File: src/rtl/shift_pkg.sv
// Shared types for the serial-in / parallel-load receiver.
// Optional feature macro: SHIFT_SIN_PARITY_EN (adds the PARITY state).
package shift_pkg;

  localparam int unsigned BYTE_W = 8;

  typedef logic [BYTE_W-1:0] byte_t;

`ifdef SHIFT_SIN_PARITY_EN
  typedef enum logic [1:0] {StIdle, StShift, StParity} state_e;
`else
  typedef enum logic [1:0] {StIdle, StShift} state_e;
`endif

endpackage

File: src/rtl/sync_edge_det.sv
// Multi-stage synchronizer with registered rising-edge detect.
// sync_o and rise_o are taken from the same pipeline depth, so any two
// instances with equal SYNC_STAGES stay mutually aligned.
module sync_edge_det #(
  parameter int unsigned SYNC_STAGES = 2
) (
  input  logic clk_i,
  input  logic rst_ni,
  input  logic d_i,
  output logic sync_o,
  output logic rise_o
);

  logic [SYNC_STAGES-1:0] stage_q, stage_d;
  logic                   prev_q, prev_d;
  logic                   rise_q, rise_d;

  // Next state: shift the chain, remember the last synchronized value, flag a 0->1 step.
  always_comb begin
    stage_d = {stage_q[SYNC_STAGES-2:0], d_i};
    prev_d  = stage_q[SYNC_STAGES-1];
    rise_d  = stage_q[SYNC_STAGES-1] & ~prev_q;
  end

  // State registers, synchronous active-low reset.
  always_ff @(posedge clk_i) begin
    if (!rst_ni) begin
      stage_q <= '0;
      prev_q  <= 1'b0;
      rise_q  <= 1'b0;
    end else begin
      stage_q <= stage_d;
      prev_q  <= prev_d;
      rise_q  <= rise_d;
    end
  end

  // prev_q is one stage past the chain end, matching the latency of rise_q.
  assign sync_o = prev_q;
  assign rise_o = rise_q;

endmodule

File: src/rtl/shift_sin_pload_rx.sv
// Serial-in, parallel-load byte receiver with valid/ready output and sticky overrun.
// Optional feature macro: SHIFT_SIN_PARITY_EN (9th bit carries odd parity).
module shift_sin_pload_rx
  import shift_pkg::*;
#(
  parameter int unsigned SYNC_STAGES = 2
) (
  input  logic              clk,
  input  logic              rst_n,
  input  logic              sclk,
  input  logic              sdata,
  input  logic              sle,
  output logic [BYTE_W-1:0] dout,
  output logic              dout_valid,
  input  logic              dout_ready,
  output logic              overrun,
  input  logic              ovr_clr,
  output logic              parity_err,
  output logic              busy
);

  logic sclk_sync, sclk_rise;
  logic sdata_s, sdata_rise;
  logic sle_s, sle_rise;
  logic unused_sig;

  sync_edge_det #(.SYNC_STAGES(SYNC_STAGES)) u_sync_sclk (
    .clk_i  (clk),
    .rst_ni (rst_n),
    .d_i    (sclk),
    .sync_o (sclk_sync),
    .rise_o (sclk_rise)
  );

  sync_edge_det #(.SYNC_STAGES(SYNC_STAGES)) u_sync_sdata (
    .clk_i  (clk),
    .rst_ni (rst_n),
    .d_i    (sdata),
    .sync_o (sdata_s),
    .rise_o (sdata_rise)
  );

  sync_edge_det #(.SYNC_STAGES(SYNC_STAGES)) u_sync_sle (
    .clk_i  (clk),
    .rst_ni (rst_n),
    .d_i    (sle),
    .sync_o (sle_s),
    .rise_o (sle_rise)
  );

  // Identical instances keep alignment; these taps are not needed.
  assign unused_sig = ^{sclk_sync, sdata_rise, sle_rise};

  state_e     state_q, state_d;
  logic [2:0] cnt_q, cnt_d;
  byte_t      shreg_q, shreg_d;
  byte_t      dout_q, dout_d;
  logic       dout_valid_q, dout_valid_d;
  logic       overrun_q, overrun_d;

  logic       shift_fire;
  logic       byte_done;
  byte_t      new_byte;
  logic       handshake;
  logic       ovr_set;

  // FSM state register.
  always_ff @(posedge clk) begin
    if (!rst_n) state_q <= StIdle;
    else        state_q <= state_d;
  end

  // FSM next state: sle low always wins and returns to idle.
  always_comb begin
    state_d = state_q;
    unique case (state_q)
      StIdle:   if (sle_s) state_d = StShift;
      StShift: begin
        if (!sle_s) state_d = StIdle;
`ifdef SHIFT_SIN_PARITY_EN
        else if (sclk_rise && cnt_q == 3'd7) state_d = StParity;
`endif
      end
`ifdef SHIFT_SIN_PARITY_EN
      StParity: begin
        if (!sle_s)         state_d = StIdle;
        else if (sclk_rise) state_d = StShift;
      end
`endif
      default:  state_d = StIdle;
    endcase
  end

  // FSM outputs.
  always_comb begin
    busy = (state_q != StIdle);
  end

  // Byte completion decode.
  always_comb begin
    shift_fire = (state_q == StShift) && sle_s && sclk_rise;
`ifdef SHIFT_SIN_PARITY_EN
    byte_done  = (state_q == StParity) && sle_s && sclk_rise;
    new_byte   = shreg_q;
`else
    byte_done  = shift_fire && (cnt_q == 3'd7);
    new_byte   = {shreg_q[BYTE_W-2:0], sdata_s};
`endif
    handshake  = dout_valid_q && dout_ready;
    ovr_set    = byte_done && dout_valid_q && !dout_ready;
  end

  // Shift register and bit counter; leaving the frame discards the partial byte.
  always_comb begin
    cnt_d   = cnt_q;
    shreg_d = shreg_q;
    if (!sle_s || state_q == StIdle) begin
      cnt_d   = '0;
      shreg_d = '0;
    end else if (shift_fire) begin
      cnt_d   = cnt_q + 3'd1;
      shreg_d = {shreg_q[BYTE_W-2:0], sdata_s};
    end
  end

  // Output holding register: a new byte only lands when the old one is gone or leaving now.
  always_comb begin
    dout_d       = dout_q;
    dout_valid_d = dout_valid_q;
    overrun_d    = overrun_q;
    if (byte_done && !ovr_set) begin
      dout_d       = new_byte;
      dout_valid_d = 1'b1;
    end else if (handshake) begin
      dout_valid_d = 1'b0;
    end
    if (ovr_set)      overrun_d = 1'b1;
    else if (ovr_clr) overrun_d = 1'b0;
  end

  // Datapath registers.
  always_ff @(posedge clk) begin
    if (!rst_n) begin
      cnt_q        <= '0;
      shreg_q      <= '0;
      dout_q       <= '0;
      dout_valid_q <= 1'b0;
      overrun_q    <= 1'b0;
    end else begin
      cnt_q        <= cnt_d;
      shreg_q      <= shreg_d;
      dout_q       <= dout_d;
      dout_valid_q <= dout_valid_d;
      overrun_q    <= overrun_d;
    end
  end

`ifdef SHIFT_SIN_PARITY_EN
  logic parity_err_q, parity_err_d;

  // Parity flag follows the byte on dout; error when the 9-bit XOR is even.
  always_comb begin
    parity_err_d = parity_err_q;
    if (byte_done && !ovr_set) parity_err_d = ~^{shreg_q, sdata_s};
  end

  // Parity flag register.
  always_ff @(posedge clk) begin
    if (!rst_n) parity_err_q <= 1'b0;
    else        parity_err_q <= parity_err_d;
  end

  assign parity_err = parity_err_q;
`else
  assign parity_err = 1'b0;
`endif

  assign dout       = dout_q;
  assign dout_valid = dout_valid_q;
  assign overrun    = overrun_q;

endmodule

File: config.mk
export PLATFORM = sky130hd
export DESIGN_NAME = shift_sin_pload_rx
export DESIGN_NICKNAME = d
export VERILOG_FILES = /design/src/rtl/shift_pkg.sv /design/src/rtl/sync_edge_det.sv /design/src/rtl/shift_sin_pload_rx.sv
export SDC_FILE = /design/constraint.sdc
export NUM_CORES = 1
export LEC_CHECK = 0
export ABC_AREA = 1
export BUFFER_PORTS_ARGS = -buffer_cell sky130_fd_sc_hd__buf_4
export CAP_MARGIN = 20
export CORE_UTILIZATION = 35
export CTS_CLUSTER_SIZE = 20
export DETAILED_ROUTE_END_ITERATION = 12
export GPL_TIMING_DRIVEN = 0
export RECOVER_POWER = 100
export SLEW_MARGIN = 20
export SYNTH_ARGS = -nofsm -noshare
export SYNTH_HDL_FRONTEND = slang
export SYNTH_SLANG_ARGS = --single-unit
File: constraint.sdc
create_clock -name clk -period 3.3 [get_ports clk]
set_input_delay 0.66 -clock clk [delete_from_list [all_inputs] [get_ports clk]]
set_output_delay 0.66 -clock clk [all_outputs]
set_load 0.1 [all_outputs]
==> impl_metrics.json <==
{
  "status": "finished, final reports clean",
  "cpPeakStageDelay_ns": 0.88,
  "grt_overflow": 0,
  "worstSetupStartpoint": "state_q[0]",
  "arrival_ns": 1.58,
  "detail-route-antenna-nets": 0,
  "gp_congestion": 0.754,
  "worst-path-buf-inv": 1,
  "whs_ns": 0.389,
  "cp-endpoint": "busy",
  "hold_viol": 0,
  "synthAdderAreaFrac_pct": 3.25,
  "drt-total-wl_um": 1920,
  "grt_usage_pct": 13.2,
  "synth_edf_count": 0,
  "yosys_register_bits": 31,
  "cts_setup_buffers": 0,
  "grt_max_degree": 11,
  "setup_viol": 0,
  "die_x_um": 59.5,
  "cts_made_buffers": 5,
  "worstPathMaxFanout": 3,
  "grt_pass1_vias": 831,
  "power_density_mw_per_mm2": 530,
  "cp.depth": 1,
  "rsz0062_at_grt": "false",
  "yosys.area.top_type_share_pct": 53.7,
  "skew_ns": 0.00447,
  "cts_resized": 0,
  "synthTopCellsByCount": "dfxtp_1 (31), inv_1 (24), nor2_1 (23), nand2_1 (20)",
  "first_pass_iters": 6,
  "worst-setup-path-type": "register to output pin",
  "post-place-cells": 200,
  "synth_simple_gate_area_share_pct": 21.3,
  "drc": 0,
  "ir_worst_vdd_uv": 316,
  "rr_worst_depth": 6,
  "row_count": 20,
  "fin_crit_sh_pct": 68.0,
  "cts_max_level": 2,
  "fmax_mhz": 446,
  "antenna_found_initial": 0,
  "max-cap-violations": 0,
  "wl_met3_um": 98,
  "yosys-top-cells-area": "dfxtp_1 (54%), inv_1 (7.8%), nor2_1 (7.5%), nand2_1 (6.5%), a21oi_1 (3.9%)",
  "start_kind": "register",
  "clock_latency_ns": 0.32,
  "syn-cell-area_mm2": 0.00116,
  "slew_violations": 0,
  "start_util_pct": 37.3,
  "cts_sinks": 31,
  "cts_buffer_depth": 2,
  "fin_util_pct": 42.4,
  "wl_per_cell_um": 9.29,
  "drive_gt1_share_pct": 10.4,
  "synth_compound_area_share_pct": 8.55,
  "synth.avg_cell_area_um2": 8.26,
  "p_leak_nw": 0.581,
  "cts_root_buf": "clkbuf_4",
  "antenna_cells": 0,
  "viasPerCell": 4.26,
  "r2r_slack_ns": 1.74,
  "synth-main-ff-cell": "dfxtp_1",
  "ys_warn_count": 0,
  "top_layer": "met3",
  "fillers": 361,
  "met1_length_um": 901,
  "grt_pass1_wl_um": 3370,
  "worst_pin_slew_ns": 1.18,
  "vias": 881,
  "fin_crit_ns": 2.24,
  "fin_nets": 173,
  "synth.most_common_cell": "dfxtp_1",
  "yosys.area.top_type": "dfxtp_1",
  "synth-seq-area-share_pct": 53.7,
  "cts_tree": "done",
  "required_ns": 2.64,
  "met2WireLength_um": 924,
  "cp_top_family": "buffers and inverters",
  "io_pins": 19,
  "hold_path_class": "register to register",
  "relSlewSlack_pct": 21.7,
  "coreArea_mm2": 0.00310,
  "die-area_mm2": 0.00354,
  "io_buffers": 16,
  "dieHeight_um": 59.5,
  "syn2layout_area_growth_pct": 13.9,
  "synth_cell_type_count": 16,
  "synth_cells": 140,
  "muxShareOfSynthArea_pct": 0,
  "synth-xor-area-share_pct": 1.52,
  "cts_hold_buf": 0,
  "setup-tns-final_ns": 0,
  "fin_cells": 207,
  "r2r-start": "state_q[0]",
  "synth_nets": 150,
  "synth_top_family_by_area": "simple AND/OR/NAND/NOR gates",
  "rr_endpoint": "dout[5]",
  "clkTransAtPathRegs_ns": 0.09,
  "crit_chain": "clkbuf_1",
  "hpwl_um": 1460,
  "critPathSlowestCell": "clkbuf_1",
  "first_iter_violations": 18,
  "synthArstFlopShare_pct": 0,
  "endpoint_kind": "output pin"
}
==> layout by cell type, fill, tap and decap left out, types with 2 or more instances in the layout <==
master	count
ha_1	3
a21oi_1	9
nor2_1	24
inv_1	24
o21ai_0	9
nand2_1	21
nand3_1	9
buf_4	6
clkbuf_4	5
clkbuf_1	13
dfxtp_1	31
xnor2_1	2
==> how the worst min path moves through the flow <==
stage,slack (ns),to,cells after the start,from
after detailed placement,0.37,u_sync_sclk.rise_o,1,u_sync_sclk.sync_o
after floorplan,0.37,u_sync_sclk.rise_o,1,u_sync_sclk.sync_o
after global routing,0.40,u_sync_sclk.rise_o,1,u_sync_sclk.sync_o
after CTS,0.39,u_sync_sclk.rise_o,1,u_sync_sclk.sync_o
final,0.39,u_sync_sclk.rise_o,1,u_sync_sclk.sync_o
after global placement,0.37,u_sync_sclk.rise_o,1,u_sync_sclk.sync_o
==> report_power, final <==
part / internal [mW] / switching, mW
registers: 0.385 / 0.00792
clock network: 0.0985 / 0.118
logic: 0.0215 / 0.0675
==> layout make-up <==
type | count | area (µm²) | area share, %
Buffer | 4 | 26.3 | 2.00
Clock buffer | 6 | 51.3 | 3.90
Clock inverter | 1 | 5.00 | 0.380
Inverter | 24 | 90.1 | 6.84
Multi-Input combinational cell | 81 | 389 | 29.6
Sequential cell | 31 | 621 | 47.1
Tap cell | 44 | 55.1 | 4.18
Timing Repair Buffer | 16 | 78.8 | 5.99
==> per-layer routing <==
layer  global-route usage, %  up-vias
met5                       0        -
met4                    7.14        0
met3                    5.24        0
met2                    22.2       24
met1                    14.2      386
li1                        -      471
==> registers in the layout (all words and copies together) (netlist names) <==
register	flops
dout_valid	1
u_sync_sle.sync_o	1
state_q	1
overrun	1
u_sync_sle.stage_q	2
cnt_q	3
u_sync_sdata.sync_o	1
u_sync_sclk.stage_q	2
u_sync_sclk.rise_o	1
u_sync_sclk.sync_o	1
u_sync_sdata.stage_q	2
dout	8
shreg_q	7
==> per-stage QoR <==
stage / power [mW] / setup WS (ns) / instance area [µm²]
floorplan: 0.478 / 1.41 / 1160
global placement: 0.497 / 1.91 / 1330
detailed placement: 0.499 / 1.89 / 1330
CTS: 0.717 / 1.60 / 1390
global route: 0.734 / 0.985 / 1320
finish: 0.698 / 1.06 / 1320
==> cell families (layout without fill, tap and decap cells) <==
| family | Yosys count | in the layout |
|---|---|---|
| AO/OA/AOI/OAI | 19 | 19 |
| AND/OR/NAND/NOR | 56 | 56 |
| flip-flops | 31 | 31 |
| buffers and inverters | 28 | 51 |
| XOR/XNOR | 2 | 2 |
| adder cells (fa/ha/maj) | 3 | 3 |
| other | 1 | 1 |
(Power assumes the default switching activity.)
